===== config.mk =====
export PLATFORM = sky130hd
export DESIGN_NAME = adc_conv_scheduler
export DESIGN_NICKNAME = d
export VERILOG_FILES = /design/src/rtl/adc_sched_pkg.sv /design/src/rtl/adc_conv_scheduler_rr_arbiter.sv /design/src/rtl/adc_conv_scheduler.sv
export SDC_FILE = /design/constraint.sdc
export NUM_CORES = 1
export LEC_CHECK = 0
export CAP_MARGIN = 20
export CORE_ASPECT_RATIO = 0.6
export CORE_UTILIZATION = 46
export CTS_BUF_LIST = sky130_fd_sc_hd__clkbuf_4 sky130_fd_sc_hd__clkbuf_8
export CTS_CLUSTER_DIAMETER = 50
export DETAILED_ROUTE_END_ITERATION = 12
export PLACE_DENSITY_LB_ADDON = 0.12
export SYNTH_ARGS = -nofsm -noshare
export SYNTH_HDL_FRONTEND = slang
export SYNTH_SLANG_ARGS = --single-unit

===== constraint.sdc =====
create_clock -name SCLK -period 2.15 [get_ports SCLK]
set_input_delay 0.3225 -clock SCLK [delete_from_list [all_inputs] [get_ports SCLK]]
set_output_delay 0.3225 -clock SCLK [all_outputs]
set_load 0.1 [all_outputs]

===== src/rtl/adc_sched_pkg.sv =====
// Shared types and defaults for the ADC conversion scheduler.
// Also used by the SPI ADC engine for its data/channel widths.
package adc_sched_pkg;

  typedef enum logic [1:0] {
    S_IDLE,
    S_ISSUE,
    S_WAIT,
    S_RESP
  } state_t;

  localparam int ADC_N_BITS = 10;
  localparam int ADC_CHAN_W = 3;

endpackage


===== src/rtl/adc_conv_scheduler_rr_arbiter.sv =====
// Combinational round-robin arbiter.
// Searches upward from last_grant+1 with wrap at REQ_N.
module rr_arbiter #(
  parameter int REQ_N = 4,
  parameter int IW    = $clog2(REQ_N)
) (
  input  logic [REQ_N-1:0] req,
  input  logic [IW-1:0]    last_grant,
  output logic [IW-1:0]    winner,
  output logic             any_req
);

  int          idx;
  logic [IW-1:0] sel;

  assign any_req = |req;

  // Walk farthest-first so the nearest requester wins last.
  always_comb begin
    winner = '0;
    idx    = 0;
    sel    = '0;
    for (int k = REQ_N; k >= 1; k--) begin
      idx = int'(last_grant) + k;
      if (idx >= REQ_N) idx = idx - REQ_N;
      sel = IW'(idx);
      if (req[sel]) winner = sel;
    end
  end

endmodule


===== src/rtl/adc_conv_scheduler.sv =====
// Shares one SPI ADC engine among REQ_N requesters.
// Round-robin grant, one conversion in flight, timeout abort.
module adc_conv_scheduler
  import adc_sched_pkg::*;
#(
  parameter int REQ_N   = 4,
  parameter int CHAN_W  = ADC_CHAN_W,
  parameter int N_BITS  = ADC_N_BITS,
  parameter int TIMEOUT = 63
) (
  input  logic                      SCLK,
  input  logic                      reset_n,
  input  logic [REQ_N-1:0]          req,
  input  logic [REQ_N*CHAN_W-1:0]   req_chan,
  output logic [REQ_N-1:0]          ack,
  output logic [N_BITS-1:0]         result,
  output logic                      timeout_err,
  output logic [$clog2(REQ_N)-1:0]  grant_id,
  output logic                      conv_start,
  output logic [CHAN_W-1:0]         conv_chan,
  input  logic                      conv_busy,
  input  logic                      conv_done,
  input  logic [N_BITS-1:0]         conv_data
);

  localparam int IW = $clog2(REQ_N);
  localparam int TW = $clog2(TIMEOUT + 1);

  state_t        state;
  state_t        state_nx;
  logic [IW-1:0] last_grant;
  logic [IW-1:0] winner;
  logic          any_req;
  logic [TW-1:0] timer;
  logic          err;
  logic          tmo_hit;
  logic          take;

  rr_arbiter #(
    .REQ_N (REQ_N),
    .IW    (IW)
  ) u_arb (
    .req        (req),
    .last_grant (last_grant),
    .winner     (winner),
    .any_req    (any_req)
  );

  assign tmo_hit = (timer == TW'(TIMEOUT));
  assign take    = any_req && !conv_busy;

  always_ff @(posedge SCLK or negedge reset_n) begin
    if (!reset_n) state <= S_IDLE;
    else          state <= state_nx;
  end

  always_comb begin
    state_nx = state;
    unique case (state)
      S_IDLE:  if (take) state_nx = S_ISSUE;
      S_ISSUE: state_nx = S_WAIT;
      S_WAIT:  if (conv_done || tmo_hit) state_nx = S_RESP;
      S_RESP:  state_nx = S_IDLE;
      default: state_nx = S_IDLE;
    endcase
  end

  always_comb begin
    ack         = '0;
    conv_start  = (state == S_ISSUE);
    timeout_err = 1'b0;
    if (state == S_RESP) begin
      ack[grant_id] = 1'b1;
      timeout_err   = err;
    end
  end

  // Done wins over a coincident timeout.
  always_ff @(posedge SCLK or negedge reset_n) begin
    if (!reset_n) begin
      grant_id   <= '0;
      conv_chan  <= '0;
      last_grant <= IW'(REQ_N - 1);
      timer      <= '0;
      result     <= '0;
      err        <= 1'b0;
    end else begin
      unique case (state)
        S_IDLE: begin
          if (take) begin
            grant_id  <= winner;
            conv_chan <= req_chan[winner*CHAN_W +: CHAN_W];
          end
        end
        S_ISSUE: timer <= '0;
        S_WAIT: begin
          if (conv_done) begin
            result <= conv_data;
            err    <= 1'b0;
          end else if (tmo_hit) begin
            result <= '0;
            err    <= 1'b1;
          end else begin
            timer <= timer + TW'(1);
          end
        end
        S_RESP:  last_grant <= grant_id;
        default: ;
      endcase
    end
  end

endmodule


==> results of run 1 <==
==> cell type report <==
cell class                 instances  area share (%)
clock inverter                     1            1.45
timing repair buffer              51            25.7
clock buffer                       3            2.00
tap                               42            2.54
multi-input combinational        104            35.0
sequential                        26            31.6
inverter                          10            1.81
==> cell families after synthesis <==
logic type      Yosys count
compound gates           41
xor+xnor                  2
fa+ha+maj                 6
buf+inv                  13
flops                    26
mux                       7
simple gates             48
==> sequential cells by signal (all words and copies together) (netlist names) <==
register / count
state: 2
grant_id: 2
conv_chan: 3
err: 1
last_grant: 2
result: 10
timer: 6
==> critical path, stage by stage <==
cell                              delay, ns
sky130_fd_sc_hd__clkdlybuf4s50_1       0.60
sky130_fd_sc_hd__mux2i_1               0.12
sky130_fd_sc_hd__o22ai_1               0.25
sky130_fd_sc_hd__a21o_1                0.33
sky130_fd_sc_hd__mux2i_1               0.27
sky130_fd_sc_hd__a211oi_1              0.10
==> how the worst max path moves through the flow <==
stage / end
floorplan: ack[0]
global placement: conv_chan[0]$_DFFE_PN0P_
detailed placement: conv_chan[0]$_DFFE_PN0P_
CTS: conv_chan[0]$_DFFE_PN0P_
global route: conv_chan[2]$_DFFE_PN0P_
finish: conv_chan[0]$_DFFE_PN0P_
==> layer usage <==
metal / routed length (µm) / global-route usage (%) / up-vias
met5: 0 / 0 / -
met4: 35 / 4.23 / 0
met3: 219 / 4.91 / 6
met2: 1670 / 37.2 / 54
met1: 1780 / 35.5 / 626
li1: - / - / 623
==> cell usage in the layout, fill, tap and decap left out, drive strengths merged, types with 2 or more instances in the layout <==
master	n
clkbuf	3
a22o	12
nor2	9
dfrtp	24
nand3	8
inv	10
and2	3
ha	6
dfstp	2
xnor2	2
nand2	16
o21ai	7
a21oi	5
mux2i	6
buf	22
nor2b	3
clkdlybuf4s50	29
and3	2
a211oi	8
a31oi	2
==> per-stage QoR <==
step / hold slack (ns) / area, µm² / instances
2_1_floorplan: 0.0269 / 1430 / 143
3_3_place_gp: 0.489 / 2000 / 233
3_5_place_dp: 0.493 / 2000 / 233
4_1_cts: 0.423 / 2070 / 237
5_1_grt: 0.453 / 2070 / 237
6_report: 0.412 / 2070 / 237
==> key figures, run 1 <==
Synth
  – Fraction of the yosys area taken by sequential cells: 46.4%
  – Simple-gate portion of the synthesized area: 17.5%
  – Mapped cell area: 1410 µm²
  – Count of state elements after synthesis: 26
  – Number of synthesized flops with an enable pin: 0
  – Share of synthesized area spent on multiplexers: 5.07%
  – Library cells used by synthesis: 37
  – Count of yosys warnings during synthesis: 0
  – Most area-hungry cell type in the Yosys netlist: sky130_fd_sc_hd__dfrtp_1
  – Average instance area after synthesis: 9.84 µm²
  – Post-synthesis instance total: 143
  – Post-synthesis compound-gate area fraction: 20.7%
  – Synth Area in XOR/XNOR: 1.24%
  – Fraction of the mapped netlist area in adder cells: 5.33%
  – Post-Syn Nets: 179
  – Most used standard cells in the synthesized netlist: sky130_fd_sc_hd__dfrtp_1 (24), sky130_fd_sc_hd__nand2_1 (16), sky130_fd_sc_hd__a22o_1 (12)
  – Combinational family with the most area after synthesis: compound AO/OA/AOI/OAI gates
  – Most common flop cell mapped by yosys: sky130_fd_sc_hd__dfrtp_1
  – Area fraction of the dominant cell type after synthesis: 42.7%
  – Async SR Flop Fraction: 100%
  – Top cells by area in the synthesized netlist: sky130_fd_sc_hd__dfrtp_1 (43%), sky130_fd_sc_hd__a22o_1 (7.5%), sky130_fd_sc_hd__ha_1 (5.3%)
  – Most numerous cell in the Yosys netlist: sky130_fd_sc_hd__dfrtp_1

Timing
  – Setup skew after layout: 0.00401 ns
  – Unrepaired setup endpoints after global routing: false
  – Fin Setup TNS: 0 ns
  – Fmax: 539 MHz
  – Final setup fails: 0
  – Endpoints failing hold: 0
  – Slew HR: 67.0%
  – Final Max Tran Viols: 0
  – Worst Max-Slew Pin Slew: 0.493 ns
  – Time the worst path needs with I/O delays and setup: 1.85 ns
  – Final period utilization: 86.3%
  – Crit path setup slack, layout: 0.296 ns

Route
  – Final antenna-violating net count: 0
  – Number of DRC markers after the initial detailed-route iteration: 104
  – Detailed-route wire length per cell: 15.6 µm
  – Vias: 1309
  – Number of vias per cell after detailed routing: 5.52
  – Initial DRT Pass Iterations: 4
  – Aggregate routed wire length: 3700 µm
  – Post-route DRC violation count: 0

Global routing
  – Total track usage: 24.0%
  – First-pass GRT wire length: 5800 µm
  – Vias in the first global route: 1163
  – Initial antenna violation count: 0
  – Gr ovfl total: 0
  – Largest net degree at the start of global routing: 27

Floorplan
  – Number of ports placed on the die boundary: 51
  – Core Box Area: 2890 µm²
  – Chip height: 44.9 µm
  – Die Area: 3290 µm²
  – Horizontal extent of the die: 73.4 µm
  – Initial cell density of the core: 48.7%
  – Number of standard-cell rows in the floorplan: 15

Clock network
  – Clk Latency, worst-skew pair: 0.27 ns
  – Clk slew on worst S/H paths: 0.09 ns
  – Post-CTS setup buffers: 0
  – Buffer type at the clock tree root: sky130_fd_sc_hd__clkbuf_8
  – Post-CTS sizing: 0
  – Number of hold-repair buffers added at the cts stage: 0
  – Bufs on Longest Clock Path: 2
  – Total CTS buffers: 3
  – Clock tree from TritonCTS: yes
  – Total number of clock tree sinks: 26
  – CTS H-Tree Depth: 1

Placed design
  – Placer Congestion: 0.804
  – Buffers on Ports: 50
  – HPWL after detailed placement: 2830 µm
  – Pre-CTS WS: 0.0401 ns

Layout
  – Fill count: 228
  – Relative area change from synthesis to final layout: 46.9%
  – Sequential cell area in the final layout: 653 µm²
  – Area taken by multi-input logic gates: 723 µm²
  – Share of cells above drive strength 1: 19.0%
  – Final Net Count: 232
  – Inserted Diodes: 0
  – Post-layout util: 71.6%

Run status
  – Status: complete, no violations

Min path
  – Class of the tightest hold or removal check: primary input to async pin

Setup path
  – CP max FO: 7
  – R2r setup slk: 0.37 ns
  – Arrival @ worst endpoint: 2.01 ns
  – Endpoint of the most critical register-to-register path: conv_chan[0]$_DFFE_PN0P_
  – Crit path launch: req[3]
  – Critical Path RT: 2.30 ns
  – Critical Path Sink Type: register
  – Critical setup path kind: primary input to register
  – Nature of the critical path startpoint: primary input
  – Number of cell instances on the worst register-to-register path: 5
  – Startpoint of the most critical register-to-register path: last_grant[1]$_DFFE_PN1P_

Run
  – Max cap viols: 0
Power of run 1 is left out: the tool's default activity adds up to more than one toggle a clock period on the data nets, which glitch-free logic cannot reach.
==> inputs of run 2 (changes only) <==
- CAP_MARGIN: 20 -> not set
==> results of run 2 <==
Final layout, timing and power as in run 1 (identical DEF).
Power of run 2 is left out for the same reason.
==> inputs of run 3 (changes only) <==
- ABC_CLOCK_PERIOD_IN_PS: not set -> 2150
- CTS_CLUSTER_DIAMETER: 50 -> not set
==> results of run 3 <==
Final layout, timing and power as in run 1 (identical DEF).
Power of run 3 is left out for the same reason.
